File: src/rtl/fetch_queue.sv
// Instruction buffer between fetch and decode: DEPTH-entry FIFO with flush and an
// optional zero-latency fall-through path when the queue is empty.
module fetch_queue #(
  parameter int unsigned WIDTH       = 64,
  parameter int unsigned DEPTH       = 4,
  parameter bit          FALLTHROUGH = 1'b0
) (
  input  logic                         i_clk,
  input  logic                         i_rst_n,
  input  logic                         i_flush,
  input  logic                         i_in_valid,
  input  logic [WIDTH-1:0]             i_in_data,
  output logic                         o_in_stall,
  output logic                         o_out_valid,
  output logic [WIDTH-1:0]             o_out_data,
  input  logic                         i_out_stall,
  output logic [$clog2(DEPTH+1)-1:0]   o_count
);

  localparam int unsigned AW = (DEPTH > 1) ? $clog2(DEPTH) : 1;
  localparam int unsigned CW = $clog2(DEPTH + 1);

  if ((DEPTH < 2) || ((DEPTH & (DEPTH - 1)) != 0)) begin : g_bad_depth
    $error("fetch_queue: DEPTH must be a power of two and at least 2");
  end

  logic [WIDTH-1:0] r_mem [DEPTH];
  logic [AW-1:0]    r_rd_ptr;
  logic [AW-1:0]    r_wr_ptr;
  logic [CW-1:0]    r_count;
  logic             r_full;

  logic             w_empty;
  logic             w_bypass;
  logic             w_enq;
  logic             w_deq;
  logic             w_wr;
  logic             w_rd;
  logic [CW-1:0]    w_count_nxt;

  assign w_empty  = (r_count == '0);
  // Bypass only when nothing is buffered, so ordering is never violated.
  assign w_bypass = FALLTHROUGH && w_empty && i_in_valid && !i_flush;

  assign o_out_valid = (!w_empty || w_bypass) && !i_flush;
  assign o_out_data  = w_bypass ? i_in_data : r_mem[r_rd_ptr];
  assign o_in_stall  = r_full;
  assign o_count     = r_count;

  assign w_enq = i_in_valid && !r_full && !i_flush;
  assign w_deq = o_out_valid && !i_out_stall;
  // A bypassed entry consumed in the same cycle never touches storage.
  assign w_wr  = w_enq && !(w_bypass && !i_out_stall);
  assign w_rd  = w_deq && !w_bypass;

  assign w_count_nxt = r_count + CW'(w_wr) - CW'(w_rd);

  // Pointers, occupancy and the registered full flag.
  always_ff @(posedge i_clk or negedge i_rst_n) begin
    if (!i_rst_n) begin
      r_rd_ptr <= '0;
      r_wr_ptr <= '0;
      r_count  <= '0;
      r_full   <= 1'b0;
    end else if (i_flush) begin
      r_rd_ptr <= '0;
      r_wr_ptr <= '0;
      r_count  <= '0;
      r_full   <= 1'b0;
    end else begin
      if (w_wr) r_wr_ptr <= r_wr_ptr + AW'(1);
      if (w_rd) r_rd_ptr <= r_rd_ptr + AW'(1);
      r_count <= w_count_nxt;
      r_full  <= (w_count_nxt == CW'(DEPTH));
    end
  end

  // Storage is intentionally not reset.
  always_ff @(posedge i_clk) begin
    if (w_wr) r_mem[r_wr_ptr] <= i_in_data;
  end

  always_ff @(posedge i_clk) begin
    if (i_rst_n) begin
      assert (r_count <= CW'(DEPTH))
        else $error("fetch_queue: occupancy exceeds DEPTH");
    end
  end

endmodule

File: config.mk
export PLATFORM = sky130hd
export DESIGN_NAME = fetch_queue
export DESIGN_NICKNAME = d
export VERILOG_FILES = /design/src/rtl/fetch_queue.sv
export SDC_FILE = /design/constraint.sdc
export NUM_CORES = 1
export LEC_CHECK = 0
export CORE_ASPECT_RATIO = 1.75
export CORE_MARGIN = 1
export CORE_UTILIZATION = 30
export CTS_BUF_LIST = sky130_fd_sc_hd__clkbuf_8 sky130_fd_sc_hd__clkbuf_16
export CTS_CLUSTER_SIZE = 8
export DETAILED_ROUTE_END_ITERATION = 10
export HOLD_SLACK_MARGIN = 0.02
export PLACE_DENSITY_LB_ADDON = 0.3
export REMOVE_ABC_BUFFERS = 1
export SLEW_MARGIN = 10
export SYNTH_ARGS = -nofsm -noshare
export SYNTH_HDL_FRONTEND = slang
export SYNTH_SLANG_ARGS = --single-unit
File: constraint.sdc
create_clock -name i_clk -period 8.4 [get_ports i_clk]
set_clock_uncertainty 0.15 [all_clocks]
set_input_delay 0.84 -clock i_clk [delete_from_list [all_inputs] [get_ports i_clk]]
set_output_delay 0.84 -clock i_clk [all_outputs]
set_load 0.005 [all_outputs]
Word level (Yosys, flattened, before mapping)
Memories as Yosys holds them, arrays and structs flattened. Cells that the tools add are included.

Divide/modulo/power cells: 0. $mul: 0. Multiplexer cells: 8. Reduce and logical (&&, ||, !) cells: 11. Equality and inequality tests: 1. Order comparisons: 0. Add/sub/neg operators: 4. Shifts and indexed selects: 0. Bitwise logic cells: 0.

Operators by type and width (count): 2-bit two-way mux (4); 2-bit by 1-bit adder with 2-bit output, second input constant (2); 1-bit logical AND (4); 1-bit logical NOT (4); 2-bit nonzero test (2); 3-bit by 1-bit adder with 3-bit output (1); 3-bit == test, second input constant (1); 3-bit logical NOT (1); 1-bit two-way mux (3); 3-bit two-way mux (1); 3-bit by 1-bit subtractor with 3-bit output (1).

Memory bits (writable): 256. Register bits after elaboration: 8. ROM bits: 0. Bits in latches: 0. Logic and storage cells: 29. Output and inout bits: 69. Memories kept: 1.

Memory list: r_mem (depth 4, bits a word 64, rd ports 1, clocked after memory_dff 0, wr ports 1, RTL line 27) `logic [WIDTH-1:0] r_mem [DEPTH];`.

Logic depth before layout (Yosys ltp)
Gate-level depths: netlist of the first run.

Depth in word-level cells: 7. Mapped depth: 11. Depth with buffers taken out: 11.

Worst setup path before layout of the first run
No wires, ideal clock.

Path kind: input to register. Start: input port i_in_valid. End: memory r_mem[0][0], enable pin. Path slack: 4.961 ns. Buffers on the path: 0. Stages on the path: 3. Arrival: 2.860 ns. Cell sequence: nor2b_1 -> nor2b_1 -> and2_1.

Longest elaborated chain between the ends: 4.

Ends and longest elaborated chain: from (decl) (RTL line 11) `input logic i_in_valid,`; 1-bit logical AND (2 in a row) (RTL line 50) `assign w_enq = i_in_valid && !r_full && !i_flush;`; 1-bit two-way mux (RTL line 80) `if (w_wr) r_mem[r_wr_ptr] <= i_in_data;`; 1-bit two-way mux (implied by the code) (RTL line 80); to (decl) (RTL line 27).

No other way between the ends.

Final worst setup path of the first run
Start: register r_rd_ptr[0]. End: output port o_out_data[48].

Longest elaborated chain between the ends: 1.

Ends and longest elaborated chain: from (decl) (RTL line 28) `logic [AW-1:0] r_rd_ptr;`; from (signal assigned) (RTL line 72) `if (w_rd) r_rd_ptr <= r_rd_ptr + AW'(1);`; memory 4 x 64 bit; to (decl) (RTL line 15) `output logic [WIDTH-1:0] o_out_data,`.

No other way between the ends.

==> impl_results.md, run 1 <==
* Relative slew slack at 0.2882
* Switching Fraction at 0.2308
* Total negative slack at 0 ns
* Clk sink count at about 260
* Crit path required time at between 7 and 8 ns
* WL/cell at 20.76 µm
* CTS root buf: clkbuf_16
* Clk_lat worst skew at around 0.51 ns
* WS Path Type: reg2out
* Commonest non-fill, non-tap cells in the layout: edfxtp_1 (256), clkdlybuf4s50_1 (137), mux4_2 (64)
* Status: finished clean
* Worst-Margin Slew at between 1 and 1.5 ns
* Crit. End Element: output pin
* PnR worst setup slack at 4.204 ns
* Power Total at 0.003619 W
* Resize count post-CTS at 0
* Clk slew on worst S/H paths at around 0.05 ns
* Final slew viol count at 0
* Max Freq at approximately 240 MHz
* Post-synth cell types at 22
* Main combinational cell family by area after synthesis: multiplexers
* Dpl hpwl at 11,020 µm
* Post-synthesis simple-gate area fraction at 0.01031
* Cell Int Power at 0.002783 W
* Post-synthesis mux area share at 0.1495
* Worst EP arrival at roughly 3.2 ns
* Synth warnings at 0
* Die width at 138.0 µm
* Clock Power Share at 0.370
* Worst setup SP type: flop
* Wl on met1 at 7083 µm
* Post-synthesis sequential area ratio at 0.8125
* # nets final at 620
* Leakage at 3.987 nW
* Residual DRC count at 0
* Site row count at 86
* Adder-Cell Fraction of Synth Area at 0.009795
* # setup viols final at 0
* Layout cells sized above 1 at 0.2011
* CTS tree: built
* Utilization after layout at 0.3966
* Place WS at roughly 4.6 ns
* Port bufs at approximately 140
* Ports at 138
* Die height at about 240 µm
* Die ar. at between 30,000 and 40,000 µm²
* Met2 WL at around 11,000 µm
* Peak VDD IR at about 0.18 mV
* Synth Instances at approximately 380
* Initial DRT Pass Iterations at 4
* FILL cells at around 2,900
* Clock buffer depth at 3
* Total grt overflow at 0
* Worst Path Max Fanout at 38
* First-pass GRT wire length at between 20,000 and 30,000 µm
* Avg Vias per Cell at between 4 and 5
* Reg power frac at 0.452
* Hold Violations, Final at 0
* Max Cap Viol at 0
* Routed wl met3 at between 800 and 900 µm
* Reg2Reg Depth at 11
* Unrepaired setup endpoints after global routing: false
* Cell area after synthesis at slightly below 10,000 µm²
* Reg2reg start: o_in_stall$_DFF_PN0_
* Compound-Gate Fraction of Synth Area at 0.002062
* Core Area at around 32,000 µm²
* Post-Synth XOR/XNOR Area at 0.002707
* RePlAce Congestion at about 0.67
* H-tree Lvls at 2
* Setup Buffers After CTS at 0
* Routed WL at 19,810 µm
* Number of global-route vias before repair at ~5,100
* Synthesized flop and latch total at about 260
* Tcrit/Tclk final at 0.4996
* Initial antenna violation count at 3
* Via count at 4,402
* Maximum number of pins on one net before global-route repair at 67
* Avg Inst Size Synth at between 20 and 30 µm²
* Iter 0 DRT Violations at around 190
* Commonest non-fill, non-tap cell in the layout: edfxtp_1
* P per Cell Area at just under 300 nW/µm²
* TritonCTS Buffers at 38
* Reg2Reg Setup Slack at approximately 5.6 ns
* Antenna violation net count after detailed routing at 0
* Shortest period the worst path allows at roughly 4.2 ns
* Type of the most critical hold path: in2async
* Gr usage total at 0.1244
* Cts hold-fix bufs at 0
* Syn-to-layout area delta at 29.24%
* DR top layer: met5
* Gate power share at 0.177
* Psw at about 0.00084 W
* Reg2Reg Capture Point: o_in_stall$_DFF_PN0_
* Initial Utilization at 0.3069
==> synth_stat cells <==
cell type	number	share of area
ha_1	6	0.0077
mux2i_1	1	0.0010
nor2b_1	3	0.0019
buf_6	5	0.0058
o21ai_0	2	0.0010
nor2_1	5	0.0019
fa_1	1	0.0021
edfxtp_1	256	0.79
nand2b_1	1	0.00064
buf_2	6	0.0031
mux4_2	64	0.15
clkbuf_1	2	0.00077
xor2_1	1	0.00090
inv_1	5	0.0019
buf_4	2	0.0015
xnor2_1	2	0.0018
a21oi_1	2	0.0010
and2_1	4	0.0026
or3_1	2	0.0013
nor4b_1	1	0.00090
nor3_1	2	0.0010
dfrtp_1	8	0.021
==> flip-flops by register name, summed over array words and instances (netlist names) <==
name	flops
r_mem	256
o_count	3
r_rd_ptr	2
o_in_stall	1
r_wr_ptr	2
==> metal layers <==
layer / vias up / track usage
li1: 1939 / -
met1: 2316 / 0.1319
met4: 4 / 0.05270
met5: - / 0
met2: 106 / 0.2308
met3: 37 / 0.02783
==> kinds of logic (layout without fill, tap and decap cells) <==
kind of cell	after synthesis	after routing
AO/OA/AOI/OAI	4	4
buffers and inverters	20	196
adder cells (fa/ha/maj)	7	7
multiplexers	65	65
flip-flops	264	264
other	0	1
AND/OR/NAND/NOR	18	18
XOR/XNOR	3	3
==> per-stage QoR <==
| step | cell area (µm²) | hold slack [ns] | cells |
|---|---|---|---|
| after floorplan | 9599 | 0.3882 | 366 |
| after global placement | 11490 | 0.4050 | 900 |
| after detailed placement | 11490 | 0.4497 | 900 |
| after CTS | 12540 | 0.4520 | 953 |
| after global routing | 12540 | 0.4877 | 953 |
| final | 12550 | 0.4658 | 954 |
==> worst max path at each step <==
stage | startpoint | endpoint | slack (ns) | cells past startpoint
final | r_rd_ptr[0]$_DFFE_PN0P_ | o_out_data[48] | 4.20 | 3
after global routing | r_rd_ptr[0]$_DFFE_PN0P_ | o_out_data[29] | 3.91 | 3
after CTS | r_rd_ptr[0]$_DFFE_PN0P_ | o_out_data[29] | 4.03 | 3
after detailed placement | r_rd_ptr[0]$_DFFE_PN0P_ | o_out_data[29] | 4.58 | 3
after global placement | r_rd_ptr[0]$_DFFE_PN0P_ | o_out_data[29] | 4.60 | 3
after floorplan | r_rd_ptr[0]$_DFFE_PN0P_ | o_out_data[0] | 4.16 | 1
==> layout make-up <==
class | instances | area [µm²] | area share
well taps | 396 | 495.5 | 0.03949
repair buffers | 138 | 1379 | 0.1099
inverters | 5 | 18.77 | 0.001496
clock buffers | 39 | 975.9 | 0.07778
diodes | 1 | 2.502 | 0.0001994
multi-input cells | 97 | 1703 | 0.1357
flip-flops and latches | 264 | 7895 | 0.6292
clock inverters | 14 | 77.57 | 0.006183
==> power groups by stage <==
| stage | sequential (W) | clock [W] | combinational, W |
|---|---|---|---|
| after detailed placement | 0.00167 | 0 | 0.000661 |
| after global routing | 0.00165 | 0.00143 | 0.000694 |
| after CTS | 0.00164 | 0.00138 | 0.000665 |
| final | 0.00164 | 0.00134 | 0.000642 |
| after floorplan | 0.00167 | 0 | 0.000297 |
| after global placement | 0.00166 | 0 | 0.000654 |
==> worst max-delay path, stage by stage (launching register included) <==
cell,delay (ns)
dfrtp_4,0.82
buf_4,0.73
mux4_2,0.63
clkdlybuf4s50_1,0.47
(Power assumes the default switching activity.)
==> run 2, diff against run 1 <==
==> constraint.sdc (replaced) <==
create_clock -name i_clk -period 3.5 [get_ports i_clk]
set_clock_uncertainty 0.15 [all_clocks]
set_input_delay 0.35 -clock i_clk [delete_from_list [all_inputs] [get_ports i_clk]]
set_output_delay 0.35 -clock i_clk [all_outputs]
set_load 0.005 [all_outputs]
==> run 2 against run 1 <==
- global-route usage up 0.089 points
- sequential share of layout area decreased by 0.92 points
- die area unchanged
- design area is 1.5% higher
- cell count increased by 1.4%
- via count grew 1.7%
- critical path type unchanged
- critical endpoint is now o_out_data[51]
==> impl_results.md, run 2 (same netlist as run 1, synthesis figures left out) <==
* Crit path required time at 3.00 ns (-4.41 ns)
* PnR worst setup slack at 0.3639 ns (-3.840 ns)
* Max Freq at ~320 MHz
* Residual DRC count at 0 (unchanged)
* Initial antenna violation count at 1 (-2)
* Site row count at 86 (unchanged)
* Reg2Reg Setup Slack at 0.71 ns (-4.87 ns)
* Status: finished clean
* Reg2Reg Capture Point: o_in_stall$_DFF_PN0_
* Syn-to-layout area delta at 31.15%
* TritonCTS Buffers at 38 (unchanged)
* Relative slew slack at 0.2902 (+0.002053)
* WS Path Type: reg2out
* Tcrit/Tclk final at 0.8960
* Ports at 138 (unchanged)
* Dpl cell area at 11,620 µm² (+1.1%)
* Die height at 240.0 µm (unchanged)
* Core Area at 31,640 µm² (unchanged)
* Antenna violation net count after detailed routing at 0 (unchanged)
* Initial DRT Pass Iterations at 4 (unchanged)
* # nets final at 631 (+1.8%)
* Iter 0 DRT Violations at 194 (+4.9%)
* Wl on met1 at 7058 µm (-0.35%)
* First-pass GRT wire length at 29,760 µm (unchanged)
* Initial Utilization at 0.3069 (unchanged)
* CTS root buf: clkbuf_16
* Port bufs at 137 (unchanged)
* Worst-Margin Slew at 1.065 ns (-0.003080 ns)
* Clk sink count at 264 (unchanged)
* P per Cell Area at 691.5 nW/µm² (+140%)
* Die width at 138.0 µm (unchanged)
* Post-Layout Inst Area at 12,730 µm² (+1.5%)
* WL/cell at 20.84 µm (+0.40%)
* Maximum number of pins on one net before global-route repair at 67 (unchanged)
* Die ar. at 33,110 µm² (unchanged)
* Worst EP arrival at 2.64 ns (-0.57 ns)
* Total negative slack at 0 ns (unchanged)
* Leakage at 4.084 nW (+2.4%)
* # setup viols final at 0 (unchanged)
* Max Cap Viol at 0 (unchanged)
* CTS tree: built
* Commonest non-fill, non-tap cells in the layout: edfxtp_1 (256), clkdlybuf4s50_1 (137), mux4_2 (64)
* Met2 WL at 11,390 µm (+0.82%)
* Place WS at 0.2686 ns (-4.309 ns)
* H-tree Lvls at 2 (unchanged)
* Worst setup SP type: flop
* RePlAce Congestion at 0.6726 (about the same)
* Max reg flops at 256 (unchanged)
* FILL cells at 2,846 (-0.35%)
* Worst Path Max Fanout at 17 (-55%)
* Register Area at 7895 µm² (unchanged)
* Layout cells sized above 1 at 0.2140 (+0.01296)
* Total grt overflow at 0 (unchanged)
* Peak VDD IR at 0.3688 mV (+110%)
* Routed wl met3 at 961 µm (+12%)
* Routed WL at 20,160 µm (+1.8%)
* Area of the multi-input gates at 1703 µm² (unchanged)
* Final cell count without fillers at 967 (+1.4%)
* Avg Vias per Cell at 4.628 (+0.29%)
* Hold Violations, Final at 0 (unchanged)
* Most flop-heavy register: r_mem
* Clk slew on worst S/H paths at 0.05 ns (about the same)
* Reg2Reg Depth at 10 (-1)
* Fin Hold WS at 0.3236 ns (-0.1422 ns)
* Commonest non-fill, non-tap cell in the layout: edfxtp_1
* Hold Path Sink: r_mem[2][35]$_DFFE_PP_
* Dpl hpwl at 11,750 µm (+6.6%)
* Reg2reg start: o_count[1]$_DFF_PN0_
* Via count at 4,475 (+1.7%)
* Crit. End Element: output pin
* Clock buffer depth at 3 (unchanged)
* Type of the most critical hold path: in2reg
* Unrepaired setup endpoints after global routing: false
* Gr usage total at 0.1253 (+0.0008892)
* Placed Instances at 909 (+1.0%)
* Clk_lat worst skew at 0.51 ns (about the same)
* HP Start: i_in_data[35]
* Final slew viol count at 0 (unchanged)
* Shortest period the worst path allows at about 3.1 ns
* Number of global-route vias before repair at 5,094 (-0.35%)
* Hold path depth at 1
* DR top layer: met4
==> run 2: power by group <==
group,switching (W),leakage (nW),total [W],internal [W]
clock network,0.00121,0.580,0.00326,0.00205
registers,0.000152,2.43,0.00391,0.00375
logic,0.000638,1.08,0.00164,0.00100
total,0.00200,4.08,0.00880,0.00681
==> run 2: cell type report <==
class / count / share of cell area
diodes: 1 / 0.0001965
clock inverters: 14 / 0.004127
repair buffers: 149 / 0.1209
flip-flops and latches: 264 / 0.6201
well taps: 396 / 0.03892
multi-input cells: 97 / 0.1337
clock buffers: 41 / 0.08058
inverters: 5 / 0.001474
==> run 2: worst max path at each step <==
stage / from / end / cells past startpoint
floorplan: r_rd_ptr[0]$_DFFE_PN0P_ / o_out_data[0] / 1
global placement: i_in_valid / o_in_stall$_DFF_PN0_ / 12
detailed placement: i_in_valid / o_in_stall$_DFF_PN0_ / 12
CTS: r_rd_ptr[0]$_DFFE_PN0P_ / o_out_data[5] / 3
global route: r_rd_ptr[0]$_DFFE_PN0P_ / o_out_data[5] / 3
finish: r_rd_ptr[0]$_DFFE_PN0P_ / o_out_data[51] / 3
==> run 2: stage by stage <==
| step | util | total power [W] |
|---|---|---|
| global placement | 0.3673 | 0.005588 |
| global route | 0.4025 | 0.009190 |
| detailed placement | 0.3673 | 0.005636 |
| CTS | 0.4018 | 0.008960 |
| finish | 0.4025 | 0.008805 |
| floorplan | - | 0.004709 |
==> run 2: critical path, stage by stage, from the launching register on <==
cell and delay (ns):
dfrtp_4 0.71, buf_4 0.37, mux4_2 0.56, clkdlybuf4s50_1 0.47
==> run 2: timing repair <==
item | 4_1_cts | 5_1_grt
endpoints found under the setup margin | 0 | 7
hold buffers | 1 | 0
resized for setup | 0 | 0
buffers inserted | 0 | 1
hold endpoints to repair | 8 | 0
==> run 2: per-layer routing <==
metal,GRT usage,up-vias
met2,0.2333,114
met1,0.1278,2350
met5,0,-
li1,-,1964
met4,0.06225,0
met3,0.02846,47
==> run 3, diff against run 2 <==
--- a/config.mk
+++ b/config.mk
@@ -5,7 +5,7 @@
 export SDC_FILE = /design/constraint.sdc
 export NUM_CORES = 1
 export LEC_CHECK = 0
-export CORE_ASPECT_RATIO = 1.75
+export CAP_MARGIN = 20
 export CORE_MARGIN = 1
 export CORE_UTILIZATION = 30
 export CTS_BUF_LIST = sky130_fd_sc_hd__clkbuf_8 sky130_fd_sc_hd__clkbuf_16
==> run 3 against run 2 <==
- sequential share of layout area fell by 0.17 points
- highest routed layer unchanged
- clock-buffer cell count is the same
- routed wire length fell by 4.9%
==> impl_results.md, run 3 (same netlist as run 1, synthesis figures left out) <==
* Switching Fraction at 0.2242 (-0.002814)
* Post-Layout Inst Area at 12,770 µm² (+0.27%)
* Psw at 0.001987 W (-0.55%)
* Initial antenna violation count at 0 (-1)
* Register Area at 7895 µm² (unchanged)
* Most Crowded Layer GR: met2
* HP Start: i_in_data[24]
* # nets final at 633 (+0.32%)
* Gr usage total at 0.1196 (-0.005709)
* Residual DRC count at 0 (unchanged)
* Layout cells sized above 1 at 0.2182 (+0.004115)
* Die height at 181.9 µm (-24%)
* Maximum number of pins on one net before global-route repair at 67 (unchanged)
* Antenna cells at 0 (-1)
* # setup viols final at 0 (unchanged)
* Gate power share at 0.179 (-0.007)
* Most flop-heavy register: r_mem
* Crit path required time at 3.00 ns (about the same)
* RePlAce Congestion at 0.7225 (+7.4%)
* Met1 GRT Util at 0.1497 (+0.02195)
* Final slew viol count at 0 (unchanged)
* Clock Power Share at 0.378 (+0.008)
* Clock buffer depth at 3 (unchanged)
* Total grt overflow at 0 (unchanged)
* Antenna violation net count after detailed routing at 0 (unchanged)
* Worst Path Max Fanout at 30 (+13)
* Hold Violations, Final at 0 (unchanged)
* Worst setup SP type: flop
* CTS root buf: clkbuf_16
* FILL cells at 2,803 (-1.5%)
* Total negative slack at 0 ns (unchanged)
* Worst-Margin Slew at 1.018 ns (-0.04661 ns)
* Initial DRT Pass Iterations at 4 (unchanged)
* Area of the multi-input gates at 1703 µm² (unchanged)
* Status: finished clean
* WL/cell at 19.66 µm (-5.7%)
* TritonCTS Buffers at 39 (+2.6%)
* Dpl hpwl at 11,040 µm (-6.1%)
* Syn-to-layout area delta at 31.51%
* WS Path Type: reg2out
* Clk slew on worst S/H paths at 0.05 ns (about the same)
* Initial Utilization at 0.3061 (-0.0007990)
* Tcrit/Tclk final at 0.9422 (+0.04618)
* Core Area at 31,720 µm² (+0.26%)
* Type of the most critical hold path: in2reg
* Port bufs at 137 (unchanged)
* Shortest period the worst path allows at 3.298 ns (+0.1616 ns)
* Unrepaired setup endpoints after global routing: false
* Avg Vias per Cell at 4.594 (-0.73%)
* Site row count at 65 (-24%)
* GR Util met3 at 0.03309 (+0.004630)
* Max reg flops at 256 (unchanged)
* Ports at 138 (unchanged)
* H-tree Lvls at 2 (unchanged)
* Met2 usage at 0.2006 (-0.03272)
* Die ar. at 33,080 µm² (about the same)
* Dpl cell area at 11,640 µm² (+0.19%)
* Reg2reg start: o_in_stall$_DFF_PN0_
* First-pass GRT wire length at 29,570 µm (-0.63%)
* Leakage at 4.104 nW (+0.49%)
* Routed WL at 19,170 µm (-4.9%)
* Relative slew slack at 0.3213 (+0.03107)
* Peak VDD IR at 0.3744 mV (+1.5%)
* Via count at 4,479 (+0.089%)
* Max Freq at 303.2 MHz (-4.9%)
* CP startpoint: r_rd_ptr[0]$_DFFE_PN0P_
* Iter 0 DRT Violations at 184 (-5.2%)
* Resize count post-CTS at 0 (unchanged)
* Die width at 181.9 µm (+32%)
* CTS tree: built
* Clk sink count at 264 (unchanged)
* Cell Int Power at 0.006878 W (+1.1%)
* Worst EP arrival at 2.80 ns (+0.16 ns)
* Commonest non-fill, non-tap cell in the layout: edfxtp_1
* Crit. End Element: output pin
* Clk_lat worst skew at 0.50 ns (about the same)
* P per Cell Area at 694.4 nW/µm² (+0.42%)
* Number of global-route vias before repair at 5,145 (+1.0%)
* Commonest non-fill, non-tap cells in the layout: edfxtp_1 (256), clkdlybuf4s50_1 (137), mux4_2 (64)
* Reg power frac at 0.443 (about the same)
* Max Cap Viol at 0 (unchanged)
==> run 3: changes by cell type in the layout (fill, tap and decap cells not counted) <==
cell and change:
diode_2 -1, buf_4 +2, buf_12 -1, clkinv_2 +1
bufinv_16 +1
==> run 3: power groups by stage <==
| stage | Sequential [W] | Clock (W) | Combinational (W) |
|---|---|---|---|
| 6_report | 0.00393 | 0.00335 | 0.00159 |
| 5_1_grt | 0.00396 | 0.00359 | 0.00171 |
| 4_1_cts | 0.00394 | 0.00345 | 0.00163 |
| 3_5_place_dp | 0.00399 | 0 | 0.00163 |
| 3_3_place_gp | 0.00398 | 0 | 0.00160 |
| 2_1_floorplan | 0.00400 | 0 | 0.000712 |
==> run 3: final timing paths <==
check,end,slack (ns),cells past startpoint
hold / removal,r_mem[2][24]$_DFFE_PP_,0.34,1
setup / recovery,o_out_data[42],0.20,3
max in group asynchronous,r_rd_ptr[0]$_DFFE_PN0P_,2.33,2
min in group asynchronous,r_wr_ptr[1]$_DFFE_PN0P_,0.54,2
setup reg to reg,o_in_stall$_DFF_PN0_,0.68,11
hold reg to reg,r_wr_ptr[1]$_DFFE_PN0P_,0.47,2
==> run 3: final cells by class <==
type                       count  share of cell area
timing repair buffer         150              0.1201
clock buffer                  41             0.08036
inverter                       5            0.001470
multi-input combinational     97              0.1334
tap                          402             0.03940
clock inverter                16            0.006860
sequential                   264              0.6184
==> run 3: timing repair <==
item                      CTS  global route
hold buffers                1             0
hold endpoints to repair    8             0
buffers inserted            0             0
==> run 3: worst max-delay path: stages (launching register included) <==
cell	delay (ns)
dfrtp_4	0.87
buf_4	0.40
mux4_2	0.53
clkdlybuf4s50_1	0.49
==> run 3: routing by layer <==
layer,wire length [µm],part of all wire
met1,8247,0.43
met2,9408,0.49
met3,1078,0.056
met4,433,0.023
met5,0,0
==> run 3: metrics by stage <==
step           instances  worst slack, ns  utilization  total power [W]  hold WS (ns)
3_3_place_gp         917           0.4267       0.3671         0.005576        0.4162
2_1_floorplan        366          -0.2526            -         0.004709      -0.09559
3_5_place_dp         917           0.2370       0.3671         0.005620        0.4579
4_1_cts              975          0.09254       0.4025         0.009016        0.3131
6_report             975           0.2022       0.4025         0.008866        0.3383
5_1_grt              975        0.0007800       0.4025         0.009260        0.3124
